**src/rtl/texel_pkg.sv**
```systemverilog
// Shared definitions for the texel stream assembler: frame marker
// values, assembler FSM states and the words-per-texel helper.
package texel_pkg;

    localparam logic [31:0] FRAME_START = 32'd0;
    localparam logic [31:0] FRAME_END   = 32'd1;

    typedef enum logic {
        WAIT_SOF,
        COLLECT
    } asm_state_t;

    function automatic int words_per_texel(input int tw, input int ww);
        return (tw + ww - 1) / ww;
    endfunction

endpackage

```
**src/rtl/texel_fifo.sv**
```systemverilog
// Synchronous FIFO holding assembled texels; pushes are dropped when
// full and pops are ignored when empty.
// Ports: clk, rst (sync, active high), push/din, pop, full, empty,
// head (oldest entry, zero when empty).
module texel_fifo #(
    parameter int WIDTH = 168,
    parameter int DEPTH = 4
) (
    input  logic             clk,
    input  logic             rst,
    input  logic             push,
    input  logic [WIDTH-1:0] din,
    input  logic             pop,
    output logic             full,
    output logic             empty,
    output logic [WIDTH-1:0] head
);

    localparam int AW = $clog2(DEPTH);
    localparam int OW = AW + 1;

    logic [WIDTH-1:0] mem [DEPTH];
    logic [AW-1:0]    wr_ptr;
    logic [AW-1:0]    rd_ptr;
    logic [OW-1:0]    occ;
    logic             do_push;
    logic             do_pop;

    assign full    = (occ == OW'(DEPTH));
    assign empty   = (occ == '0);
    assign do_push = push && !full;
    assign do_pop  = pop && !empty;
    assign head    = empty ? '0 : mem[rd_ptr];

    always_ff @(posedge clk) begin
        if (do_push) begin
            mem[wr_ptr] <= din;
        end
    end

    // DEPTH is a power of two, so the pointers wrap naturally.
    always_ff @(posedge clk) begin
        if (rst) begin
            wr_ptr <= '0;
            rd_ptr <= '0;
            occ    <= '0;
        end else begin
            if (do_push) wr_ptr <= wr_ptr + AW'(1);
            if (do_pop)  rd_ptr <= rd_ptr + AW'(1);
            occ <= occ + OW'(do_push) - OW'(do_pop);
        end
    end

endmodule

```
**src/rtl/texel_stream_assembler.sv**
```systemverilog
// Packs AHB words into texel records (first word most significant),
// honours FRAME_START/FRAME_END at texel boundaries and buffers texels.
// Ports: clk, rst; ahb_buffer/ahb_data_available in, ahb_user_read_buffer
// out; texel_buffer/texel_ready out, texel_read in; frame_done,
// frame_texels, frame_error out.
module texel_stream_assembler
    import texel_pkg::*;
#(
    parameter int WORD_W     = 32,
    parameter int TEXEL_W    = 168,
    parameter int FIFO_DEPTH = 4,
    parameter int FRAMED     = 1,
    parameter int CNT_W      = 16
) (
    input  logic               clk,
    input  logic               rst,
    input  logic [WORD_W-1:0]  ahb_buffer,
    input  logic               ahb_data_available,
    output logic               ahb_user_read_buffer,
    output logic [TEXEL_W-1:0] texel_buffer,
    output logic               texel_ready,
    input  logic               texel_read,
    output logic               frame_done,
    output logic [CNT_W-1:0]   frame_texels,
    output logic               frame_error
);

    localparam int WPT = words_per_texel(TEXEL_W, WORD_W);
    localparam int SRW = WPT * WORD_W;
    localparam int WCW = (WPT > 1) ? $clog2(WPT) : 1;
    localparam logic [WCW-1:0]    LAST  = WCW'(WPT - 1);
    localparam logic [WORD_W-1:0] SOF_W = WORD_W'(FRAME_START);
    localparam logic [WORD_W-1:0] EOF_W = WORD_W'(FRAME_END);
    localparam asm_state_t INIT_ST = (FRAMED != 0) ? WAIT_SOF : COLLECT;

    asm_state_t       state;
    asm_state_t       state_nx;
    logic [WCW-1:0]   word_cnt;
    logic [SRW-1:0]   sr;
    logic [SRW-1:0]   sr_nx;
    logic [CNT_W-1:0] frame_cnt;
    logic             accept;
    logic             fire;
    logic             in_col;
    logic             at_bound;
    logic             is_sof;
    logic             is_eof;
    logic             is_data;
    logic             push;
    logic             fifo_full;
    logic             fifo_empty;

    // Markers are only decoded at a texel boundary inside a frame.
    assign in_col   = (state == COLLECT);
    assign at_bound = (word_cnt == '0);
    assign is_sof   = (FRAMED != 0) && at_bound && (ahb_buffer == SOF_W);
    assign is_eof   = (FRAMED != 0) && at_bound && (ahb_buffer == EOF_W);
    assign is_data  = in_col && !is_sof && !is_eof;
    assign fire     = ahb_user_read_buffer;
    assign push     = fire && is_data && (word_cnt == LAST);
    assign sr_nx    = SRW'({sr, ahb_buffer});

    always_ff @(posedge clk) begin
        if (rst) state <= INIT_ST;
        else     state <= state_nx;
    end

    always_comb begin
        state_nx = state;
        if (fire) begin
            unique case (state)
                WAIT_SOF: if (ahb_buffer == SOF_W) state_nx = COLLECT;
                COLLECT:  if (is_eof) state_nx = WAIT_SOF;
                default:  state_nx = INIT_ST;
            endcase
        end
    end

    // The final word of a texel stalls while the FIFO is full, even if
    // a pop happens in the same cycle.
    always_comb begin
        accept = !(in_col && (word_cnt == LAST) && fifo_full);
        ahb_user_read_buffer = ahb_data_available && accept && !rst;
    end

    always_ff @(posedge clk) begin
        if (rst) begin
            word_cnt     <= '0;
            sr           <= '0;
            frame_cnt    <= '0;
            frame_done   <= 1'b0;
            frame_error  <= 1'b0;
            frame_texels <= '0;
        end else begin
            frame_done  <= fire && in_col && is_eof;
            frame_error <= fire && in_col && is_sof;
            if (fire && !in_col && (ahb_buffer == SOF_W)) begin
                frame_cnt <= '0;
            end
            if (fire && in_col && is_sof) begin
                frame_cnt <= '0;
            end
            if (fire && in_col && is_eof) begin
                frame_texels <= frame_cnt;
            end
            if (fire && is_data) begin
                sr <= sr_nx;
                if (word_cnt == LAST) begin
                    word_cnt <= '0;
                    if (!(&frame_cnt)) frame_cnt <= frame_cnt + CNT_W'(1);
                end else begin
                    word_cnt <= word_cnt + WCW'(1);
                end
            end
        end
    end

    texel_fifo #(
        .WIDTH (TEXEL_W),
        .DEPTH (FIFO_DEPTH)
    ) u_fifo (
        .clk   (clk),
        .rst   (rst),
        .push  (push),
        .din   (sr_nx[TEXEL_W-1:0]),
        .pop   (texel_read),
        .full  (fifo_full),
        .empty (fifo_empty),
        .head  (texel_buffer)
    );

    assign texel_ready = !fifo_empty;

endmodule

```
**config.mk**
```make
export PLATFORM = sky130hd
export DESIGN_NAME = texel_stream_assembler
export DESIGN_NICKNAME = d
export VERILOG_FILES = /design/src/rtl/texel_pkg.sv /design/src/rtl/texel_fifo.sv /design/src/rtl/texel_stream_assembler.sv
export SDC_FILE = /design/constraint.sdc
export NUM_CORES = 1
export LEC_CHECK = 0
export CAP_MARGIN = 10
export CORE_UTILIZATION = 50
export CTS_BUF_LIST = sky130_fd_sc_hd__clkbuf_16
export DETAILED_ROUTE_END_ITERATION = 6
export GPL_ROUTABILITY_DRIVEN = 0
export HOLD_SLACK_MARGIN = 0.15
export PLACE_DENSITY = 0.71
export SLEW_MARGIN = 20
export SYNTH_ARGS = -nofsm -noshare
export SYNTH_HDL_FRONTEND = slang
export SYNTH_SLANG_ARGS = --single-unit
```
**constraint.sdc**
```tcl
create_clock -name clk -period 20.5 [get_ports clk]
set_input_delay 4.1 -clock clk [delete_from_list [all_inputs] [get_ports clk]]
set_output_delay 4.1 -clock clk [all_outputs]
set_load 0.02 [all_outputs]
```
# Yosys cells after proc, flatten, opt, wreduce, memory -nomap -nowiden
# Memories as Yosys holds them, arrays and structs flattened. A register that Yosys moved wholly into a read port is not among the register bits.
# Index checks and enable logic that the tools add are counted.
# Widths: inputs -> output; s select.
classes:
  n_addsub: 6
  n_eq_ne: 3
  n_mux: 14
  n_bitwise: 1
  reduce_logical: 28
op_table:
  columns: ["operator", "count"]
  rows:
  - ["$mux 168", 1]
  - ["$mux 16", 5]
  - ["$eq 32x1->1 const B", 1]
  - ["$logic_not 32->1", 1]
  - ["$logic_and 1x1->1", 17]
  - ["$add 16x1->16 const B", 1]
  - ["$reduce_and 16->1", 1]
  - ["$logic_not 1->1", 7]
  - ["$eq 3x3->1 const B", 2]
  - ["$logic_not 3->1", 2]
  - ["$add 2x1->2 const B", 2]
  - ["$mux 1", 4]
  - ["$mux 2", 2]
  - ["$add 3x1->3", 1]
  - ["$add 3x1->3 const B", 1]
  - ["$mux 3", 1]
  - ["$sub 3x1->3", 1]
  - ["$pmux 1 s2", 1]
  - ["$not 1->1", 1]
word_totals:
  reg_bits: 181
  ramBits: 672
  in_bits: 36
  output_inout_bits: 188
  elab_cells: 63
  memories: 1
memory_table:
  columns: ["name", "words", "word_bits", "rd", "rd_ports_with_merged_regs", "write_ports", "line", "source"]
  rows:
  - ["u_fifo.mem", 4, 168, 1, 1, 1, "texel_fifo.sv:22", "logic [WIDTH-1:0] mem [DEPTH];"]

# Logic depth before layout (Yosys ltp)
# Gate-level depths: netlist of run 1.
depth:
  ltp_word: 13
  ltp_mapped: 11
  ltp_nobuf: 10

# By module
# A second synthesis of run 1 with hierarchy kept.
hier_totals:
  cells_unflattened: 1764
  hier_area_um2: 33006.7
modules_own_cells:
  columns: ["mod", "instances", "cells_each", "area_per_inst_um2", "seq_area_each_um2"]
  rows:
  - ["texel_fifo", 1, 1115, 25832.3, 20359.5]
  - ["texel_stream_assembler", 1, 649, 7174.4, 3483.3]

# Least setup slack after synthesis of run 1
# Ideal clock, no wire load.
synth_path:
  path_kind: "input to register"
  startpoint: "in rst"
  endpoint: "mem u_fifo.mem[0][0], enable pin"
  setup_time_ns: 0.548
  arrival_ns: 8.898
  t_required_ns: 19.952
  setup_slack_ns: 11.054
  cell_stages: 4
  path_buffers: 1
  path_cell_list: "nand3b_1 -> nor3b_2 -> clkbuf_1 -> and2_1"
synth_between:
  elab_chain_len: 7
synth_lines:
  columns: ["element", "line", "source"]
  rows:
  - ["start, declared", "texel_stream_assembler.sv:16", "input logic rst,"]
  - ["$logic_not 1->1", "texel_stream_assembler.sv:83", "ahb_user_read_buffer = ahb_data_available && accept && !rst;"]
  - ["$logic_and 1x1->1", "texel_stream_assembler.sv:83", null]
  - ["$logic_and 1x1->1 (2 in series)", "texel_stream_assembler.sv:60", "assign push = fire && is_data && (word_cnt == LAST);"]
  - ["$logic_and 1x1->1", "texel_fifo.sv:31", "assign do_push = push && !full;"]
  - ["named net u_fifo.do_push", "texel_fifo.sv:26", "logic do_push;"]
  - ["$mux 1", "texel_fifo.sv:36", "if (do_push) begin"]
  - ["$mux 1 (implied by the code)", "texel_fifo.sv:37", "mem[wr_ptr] <= din;"]
  - ["end, declared", "texel_fifo.sv:22", null]
# The timed path passes the listed nets, and every way through them passes these cells.

# Final worst setup path of run 1
layout_path:
  startpoint: "in rst"
  endpoint: "out ahb_user_read_buffer"
layout_between:
  elab_chain_len: 2
layout_lines:
  columns: ["element", "line", "source"]
  rows:
  - ["$logic_not 1->1", "texel_stream_assembler.sv:83", null]
  - ["$logic_and 1x1->1", "texel_stream_assembler.sv:83", null]
  - ["end, declared", "texel_stream_assembler.sv:19", "output logic ahb_user_read_buffer,"]
# Every way passes these cells.

==> impl_metrics.ini, run 1 <==
[critical_path]
reg2reg_to = sr[115]
worstReg2RegStart = u_fifo.occ[2]
reg2reg_depth = 6
cp_slowest_stage_delay_ns = 0.74
critPathKind = in -> out
required_ns = 16.40
startpoint_type = input port
critPathMaxFanout = 128
cp_top_family = buffers and inverters
worstPathArrival_ns = 5.69
rrSetupSlack_ns = 16.80
slowest_stage = buf_6
crit_chain = buf_6, nand2b_1, a31oi_1, clkdlybuf4s50_1
cp_num_buf_inv = 2
endpoint_kind = primary output

[finish]
drive_gt1_share_pct = 22.0
fillers = 4688
synthToLayoutAreaGrowth_pct = 17.7
nets = 2030
multi_input_area_mm2 = 0.00845
design_area_mm2 = 0.0385
seqCellArea_mm2 = 0.0239
n_antenna_cell = 0

[power]
leakagePower_uw = 0.0141
vdd_ir_drop_max_uv = 103
pwr_density_cell_mw_per_mm2 = 102

[min_path]
hp-class = reg -> reg
hold_end = u_fifo.mem[2][135]
holdPathStages = 0
hold_start = sr[103]

[cts]
clk_pin_slew_ns = 0.06
cts_setup_buffers = 0
cts.sinks = 855
root_buffer = clkbuf_16
cts_resized = 0
hold_buffers = 0
cts_tree = done
cts_made_buffers = 84
insertion_delay_ns = 0.62
clk_path_buf_depth = 3
h-tree-depth = 3

[synthesis]
async_reset_ff_share_pct = 0
synth_top_cell_by_area = edfxtp_1
synth_warnings = 0
yosys.area.top_type_share_pct = 61.7
synth.area.top_cells = edfxtp_1 62%, mux4_2 12%, dfxtp_1 11%, mux2_2 4.3%, and2_1 3.4%
syn_avg_cell_area_um2 = 18.7
synth_fp_nets = 1797
netlist_area_mm2 = 0.0327
synth_edf_count = 672
syn_inst = 1753
yosysUniqueCellTypes = 55
ys_ff_latch = 855
ys_top_cells_by_count = 672 x edfxtp_1, 183 x dfxtp_1, 176 x and2_1
ys.flop_type = edfxtp_1
ys_seq_area_share_pct = 72.8
synth_most_common_cell = edfxtp_1

[timing]
fmax_mhz = 102
post-route-period-util_pct = 47.7
hold_viol = 0
rsz0062_at_grt = false
fin_ws_ns = 10.71
setup_viol = 0
slew_viol_final = 0
period_needed_ns = 9.79
relSlewSlack_pct = 27.1
tns_ns = 0
worst_pin_slew_ns = 1.09
worst_clock_skew_ns = 0.0171

[die]
rows = 93
io_pins = 224
initial_core_util_pct = 50.7
fp.dieH_um = 258
core_mm2 = 0.0646
die_w_um = 258
dieArea_mm2 = 0.0665

[drt]
vias = 16100
drc = 0
via_per_inst = 5.52
routed_wl_um = 66700
drtIter0Drc = 1091
wl_per_cell_um = 22.9
drt_first_pass_iters = 5
antenna_left = 0

[place]
place_area_mm2 = 0.0358
numPortBuffers = 223
dp_worst_setup_slack_ns = 10.67
hpwlAfterDp_um = 37500

[grt]
grt_start_max_net_pins = 129
grt_pass1_wl_um = 103000
grt_pass1_vias = 16900
grt_antenna_before_repair = 2
overflow = 0
grtUsageTotal_pct = 20.4

[status]
run_status = finished, final reports clean

[run]
drv_cap = 0
## worst reg2reg max path: cells and delay by family, from the launching register on
family	cells	cell delay (ns)
and+or+nand+nor	1	0.44
muxes	1	0.47
DFF	1	0.37
buffers and inverters	2	1.64
AOI/OAI and AO/OA	2	0.68
## worst max path at each step
stage	to	startpoint	cells past startpoint
floorplan	u_fifo.mem[0][0]	rst	4
CTS	ahb_user_read_buffer	rst	4
global route	ahb_user_read_buffer	rst	4
finish	ahb_user_read_buffer	rst	4
detailed placement	ahb_user_read_buffer	rst	4
global placement	ahb_user_read_buffer	rst	4
## cell type report
| class | instances | area share [%] |
|---|---|---|
| Clock buffer | 87 | 5.65 |
| Clock inverter | 70 | 1.31 |
| Inverter | 9 | 0.0877 |
| Multi-Input combinational cell | 791 | 21.9 |
| Sequential cell | 855 | 61.9 |
| Tap cell | 855 | 2.78 |
| Timing Repair Buffer | 245 | 6.36 |
## stage by stage
step | utilization, % | hold WS, ns | std cells | total power [µW]
6_report | 59.7 | 0.496 | 2912 | 3940
5_1_grt | 59.7 | 0.515 | 2912 | 4080
3_3_place_gp | 55.4 | 0.469 | 2753 | 2500
4_1_cts | 59.6 | 0.495 | 2911 | 3990
2_1_floorplan | - | 0.452 | 1753 | 2290
3_5_place_dp | 55.5 | 0.480 | 2754 | 2500
## report_power, final
| group | leakage, µW | internal (µW) | switching [µW] |
|---|---|---|---|
| sequential | 0.00890 | 1850 | 23.7 |
| clock | 0.00137 | 847 | 640 |
| combinational | 0.00382 | 248 | 324 |
## registers in the layout, indices dropped and copies added (netlist names), named ones only
register       cells
word_cnt           3
sr               136
frame_done         1
frame_texels      16
frame_cnt         16
u_fifo.occ         3
in_col             1
u_fifo.wr_ptr      2
u_fifo.rd_ptr      2
frame_error        1
u_fifo.mem       672
## per-layer routing
metal	wire length, µm	part of all wire (%)	up-vias	GRT usage, %
met5	23	0.034	-	0
li1	-	-	7232	-
met4	1440	2.2	4	6.20
met3	3140	4.7	90	3.37
met2	32700	49	383	33.2
met1	29500	44	8355	28.4
## layout by cell type (no fill, tap or decap), drive strengths merged, types with 3 or more instances in the layout
master,netlist,routed
and2,176,176
a311oi,3,3
inv,9,29
o21ai,13,13
nor2b,128,128
ha,7,7
dfxtp,183,183
mux4,168,168
nand3,12,12
buf,33,23
mux2,125,125
nor4,13,13
edfxtp,672,672
nand4,5,5
nor3b,3,3
clkdlybuf4s50,0,222
nand2b,20,20
nand2,9,9
or4,3,3
clkbuf,65,87
xnor2,3,3
and3,4,4
clkinvlp,0,5
bufinv,0,6
nor2,33,33
nor3,4,4
mux2i,30,30
a21oi,6,6
clkinv,0,39
## cells by family (layout without fill, tap and decap cells)
family | after synthesis | after routing | share of synthesized area (%)
DFF | 855 | 855 | 72.8
and+or+nand+nor | 416 | 416 | 7.66
muxes | 323 | 323 | 16.8
buffers and inverters | 107 | 411 | 1.42
AOI/OAI and AO/OA | 39 | 39 | 0.826
adders and majority gates | 8 | 8 | 0.329
xor gates and xnor gates | 5 | 5 | 0.134
Note: power is estimated with default switching activity, not from simulation.
==> run 2: changes to the inputs <==
==> constraint.sdc (replaced) <==
create_clock -name clk -period 10.25 [get_ports clk]
set_input_delay 2.05 -clock clk [delete_from_list [all_inputs] [get_ports clk]]
set_output_delay 2.05 -clock clk [all_outputs]
set_load 0.02 [all_outputs]
==> impl_metrics.ini, run 2 (synthesized netlist as in run 1, its figures left out) <==
[timing]
worst_clock_skew_ns = 0.0189
tns_ns = 0
relSlewSlack_pct = 26.2
fmax_mhz = 176
period_needed_ns = 5.70
rsz0062_at_grt = false
slew_viol_final = 0
hold_viol = 0
post-route-period-util_pct = 55.6
setup_viol = 0
hold_ws_ns = 0.491
worst_pin_slew_ns = 1.11

[drt]
routed_wl_um = 66500
drt_first_pass_iters = 5
drc = 0
vias = 16000
wl_met1_um = 29700
via_per_inst = 5.52
highest_layer = met5
wl_met3_um = 3190
wl_per_cell_um = 22.9
drtIter0Drc = 1117
antenna_left = 0
route.met2.wl_um = 32400

[cts]
cts_setup_buffers = 0
cts_made_buffers = 84
insertion_delay_ns = 0.61
clk_path_buf_depth = 3
cts_resized = 0
root_buffer = clkbuf_16
h-tree-depth = 3
cts.sinks = 855
clk_pin_slew_ns = 0.06
hold_buffers = 0
cts_tree = done

[finish]
synthToLayoutAreaGrowth_pct = 17.5
fillers = 4758
final_common_cell = edfxtp_1
drive_gt1_share_pct = 21.9
largest_reg_flops = 672
reg_top3 = u_fifo.mem (672), sr (136)
top_register = u_fifo.mem
final_cell_mix = 672 x edfxtp_1, 222 x clkdlybuf4s50_1, 181 x dfxtp_1, 172 x and2_1, 168 x mux4_2
nets = 2025

[critical_path]
startpoint_type = flip-flop
critPathMaxFanout = 93
endpoint_kind = primary output
worstPathArrival_ns = 3.65
required_ns = 8.20
critPathKind = reg -> out

[grt]
grtUsageTotal_pct = 20.0
overflow = 0
grt_pass1_vias = 16500
grt_antenna_before_repair = 2
grt_start_max_net_pins = 169
grt_pass1_wl_um = 101000

[die]
die_w_um = 258
io_pins = 224
initial_core_util_pct = 50.7
dieArea_mm2 = 0.0665
core_mm2 = 0.0646
rows = 93
fp.dieH_um = 258

[place]
numPortBuffers = 223
hpwlAfterDp_um = 37300

[min_path]
hp-class = reg -> reg

[power]
power_uw = 7800
vdd_ir_drop_max_uv = 172
pwr_density_cell_mw_per_mm2 = 203
leakagePower_uw = 0.0141

[run]
drv_cap = 0

[status]
run_status = finished, final reports clean
==> run 2: changes by cell type in the layout (fill, tap and decap cells not counted), sizes merged <==
| cell | before | now |
|---|---|---|
| buf | 23 | 18 |
| clkinvlp | 5 | 2 |
| diode | 0 | 1 |
| clkinv | 39 | 37 |
| inv | 29 | 31 |
==> run 2: through the flow <==
stage	util (%)	setup slack (ns)	instance area, µm²	std cells
after floorplan	-	2.85	32700	1753
after global placement	55.4	4.26	35800	2749
after detailed placement	55.4	4.26	35800	2749
after CTS	59.5	4.24	38400	2903
after global routing	59.5	4.31	38400	2904
final	59.5	4.55	38500	2905
==> run 2: cell type report <==
type                       count  area [µm²]  area share [%]
sequential                   855       23900            62.0
multi-input combinational    791        8460            22.0
timing repair buffer         240        2410            6.26
clock buffer                  87        2180            5.66
tap                          855        1070            2.78
clock inverter                67         455            1.18
inverter                       9        33.8          0.0879
antenna                        1        2.50         0.00651
==> run 2: path summary, 6_finish.rpt <==
path | startpoint | endpoint | slack, ns | cells past startpoint
worst max-delay path | flip-flop | texel_buffer[140] | 4.55 | 5
worst max register to register | word_cnt[2] | u_fifo.mem[1][79] | 6.60 | 4
worst min register to register | sr[127] | u_fifo.mem[2][159] | 0.49 | 0
worst min-delay path | sr[127] | u_fifo.mem[2][159] | 0.49 | 0
==> run 2: metal layers <==
metal  track usage, %  vias to the layer above
met1             28.5                     8326
li1                 -                     7219
met2             32.2                      405
met4             5.75                        2
met5                0                        -
met3             3.31                       74
==> run 2: critical path, stage by stage, from the launching register on <==
cell and delay [ns]:
dfxtp_4 0.56, buf_16 0.31, buf_12 0.59, mux4_2 0.58, and2_1 0.26, clkdlybuf4s50_1 0.58
==> run 2: power by group <==
group	internal (µW)	total (µW)	switching [µW]	leakage, µW
Sequential	3710	3740	27.7	0.00894
Clock	1680	2930	1250	0.00139
Combinational	484	1130	648	0.00380
Total	5880	7800	1920	0.0141
==> run 3: changes to the inputs <==
--- a/config.mk
+++ b/config.mk
@@ -11,7 +11,7 @@
 export DETAILED_ROUTE_END_ITERATION = 6
 export GPL_ROUTABILITY_DRIVEN = 0
 export HOLD_SLACK_MARGIN = 0.15
-export PLACE_DENSITY = 0.71
+export PLACE_DENSITY = 0.74
 export SLEW_MARGIN = 20
 export SYNTH_ARGS = -nofsm -noshare
 export SYNTH_HDL_FRONTEND = slang
==> constraint.sdc (replaced) <==
create_clock -name clk -period 5.12 [get_ports clk]
set_input_delay 1.024 -clock clk [delete_from_list [all_inputs] [get_ports clk]]
set_output_delay 1.024 -clock clk [all_outputs]
set_load 0.02 [all_outputs]
==> impl_metrics.ini, run 3 (synthesized netlist as in run 1, its figures left out) <==
[timing]
hold_ws_ns = 0.495
period_needed_ns = 4.30
hold_viol = 0
relSlewSlack_pct = 30.6
tns_ns = 0
fmax_mhz = 233
post-route-period-util_pct = 83.9
setup_viol = 0
worst_clock_skew_ns = 0.0230
slew_viol_final = 0
rsz0062_at_grt = false
worst_pin_slew_ns = 1.04
fin_ws_ns = 0.823

[critical_path]
startpoint = u_fifo.occ[1]
worstReg2RegStart = u_fifo.occ[1]
startpoint_type = flip-flop
cp_slowest_stage_delay_ns = 0.84
cp_num_buf_inv = 2
slowest_stage = or3_4
rrSetupSlack_ns = 2.08
critPathMaxFanout = 94
endpoint_kind = primary output
required_ns = 4.10
cp_top_family = simple AND/OR/NAND/NOR gates
crit_chain = or3_4, buf_4, and2_1, clkdlybuf4s50_1
worstPathArrival_ns = 3.27
critPathKind = reg -> out
cp-endpoint = texel_buffer[138]
reg2reg_depth = 10
reg2reg_to = u_fifo.occ[2]
path_depth = 4

[finish]
largest_reg_flops = 672
drive_gt1_share_pct = 22.6
final_cell_mix = 672 x edfxtp_1, 222 x clkdlybuf4s50_1, 181 x dfxtp_1, 172 x and2_1, 168 x mux4_2
synthToLayoutAreaGrowth_pct = 18.7
fin_util_pct = 60.1
final_common_cell = edfxtp_1
fillers = 4557
seqCellArea_mm2 = 0.0239
nets = 2053
top_register = u_fifo.mem
reg_top3 = u_fifo.mem (672), sr (136)
multi_input_area_mm2 = 0.00845

[run]
drv_cap = 0

[die]
die_w_um = 258
fp.dieH_um = 258
initial_core_util_pct = 50.7
dieArea_mm2 = 0.0665
rows = 93
core_mm2 = 0.0646
io_pins = 224

[grt]
grtUsageTotal_pct = 20.5
grt_pass1_vias = 17000
grtUsageMet2_pct = 33.4
busiest_layer = met2
overflow = 0
grt_antenna_before_repair = 3
grtUsageMet3_pct = 3.19
grt_start_max_net_pins = 106
use_met1_pct = 28.6
grt_pass1_wl_um = 103000

[cts]
cts.sinks = 855
clk_pin_slew_ns = 0.06
cts_tree = done
clk_path_buf_depth = 3
hold_buffers = 0
insertion_delay_ns = 0.63
root_buffer = clkbuf_16
cts_made_buffers = 83
cts_setup_buffers = 0
h-tree-depth = 3
cts_resized = 0

[min_path]
hp-class = reg -> reg

[place]
hpwlAfterDp_um = 40600
dp_worst_setup_slack_ns = 0.720
numPortBuffers = 223

[drt]
vias = 16400
drt_first_pass_iters = 5
via_per_inst = 5.58
routed_wl_um = 67200
antenna_left = 0
drc = 0
drtIter0Drc = 1218
wl_per_cell_um = 22.9

[power]
leakagePower_uw = 0.0143
pwr_density_cell_mw_per_mm2 = 402
vdd_ir_drop_max_uv = 355

[status]
run_status = finished, final reports clean
-- run 3: worst register-to-register path: cells and delay by family, from the launching register on --
family / cells / cell delay (ns)
flops: 1 / 0.42
buf+inv: 2 / 0.12
xor+xnor: 2 / 0.31
fa+ha+maj: 3 / 0.79
simple gates: 3 / 1.25
-- run 3: metal layers --
metal	up-vias	wire, µm
met5	-	11
met4	2	1260
met3	92	3570
met2	470	33300
met1	8513	29100
li1	7300	-
-- run 3: report_power, final --
group | internal, µW | total, µW | switching (µW) | leakage (µW)
clock | 3250 | 5750 | 2500 | 0.00136
combinational | 1040 | 2320 | 1280 | 0.00400
sequential | 7420 | 7520 | 93.9 | 0.00890
total | 11700 | 15600 | 3880 | 0.0143
-- run 3: worst min-delay path by stage --
stage | cells past startpoint | end | from
floorplan | 0 | u_fifo.mem[0][136] | sr[104]
global placement | 0 | u_fifo.mem[1][138] | sr[106]
detailed placement | 0 | u_fifo.mem[2][166] | sr[134]
CTS | 0 | u_fifo.mem[2][165] | sr[133]
global route | 0 | u_fifo.mem[2][165] | sr[133]
finish | 0 | u_fifo.mem[2][165] | sr[133]
-- run 3: area by class of cell --
class                      instances  area share (%)
antenna                            2          0.0129
inverter                           9          0.0870
clock inverter                    70            1.13
sequential                       855            61.4
multi-input combinational        791            21.8
clock buffer                      86            5.54
timing repair buffer             269            7.32
tap                              855            2.75
-- run 3: per-stage QoR --
stage / total power, µW / instance area, µm² / instances
2_1_floorplan: 9170 / 32700 / 1753
3_3_place_gp: 10000 / 36200 / 2779
3_5_place_dp: 10100 / 36200 / 2779
4_1_cts: 15800 / 38800 / 2935
5_1_grt: 16200 / 38800 / 2936
6_report: 15600 / 38800 / 2937
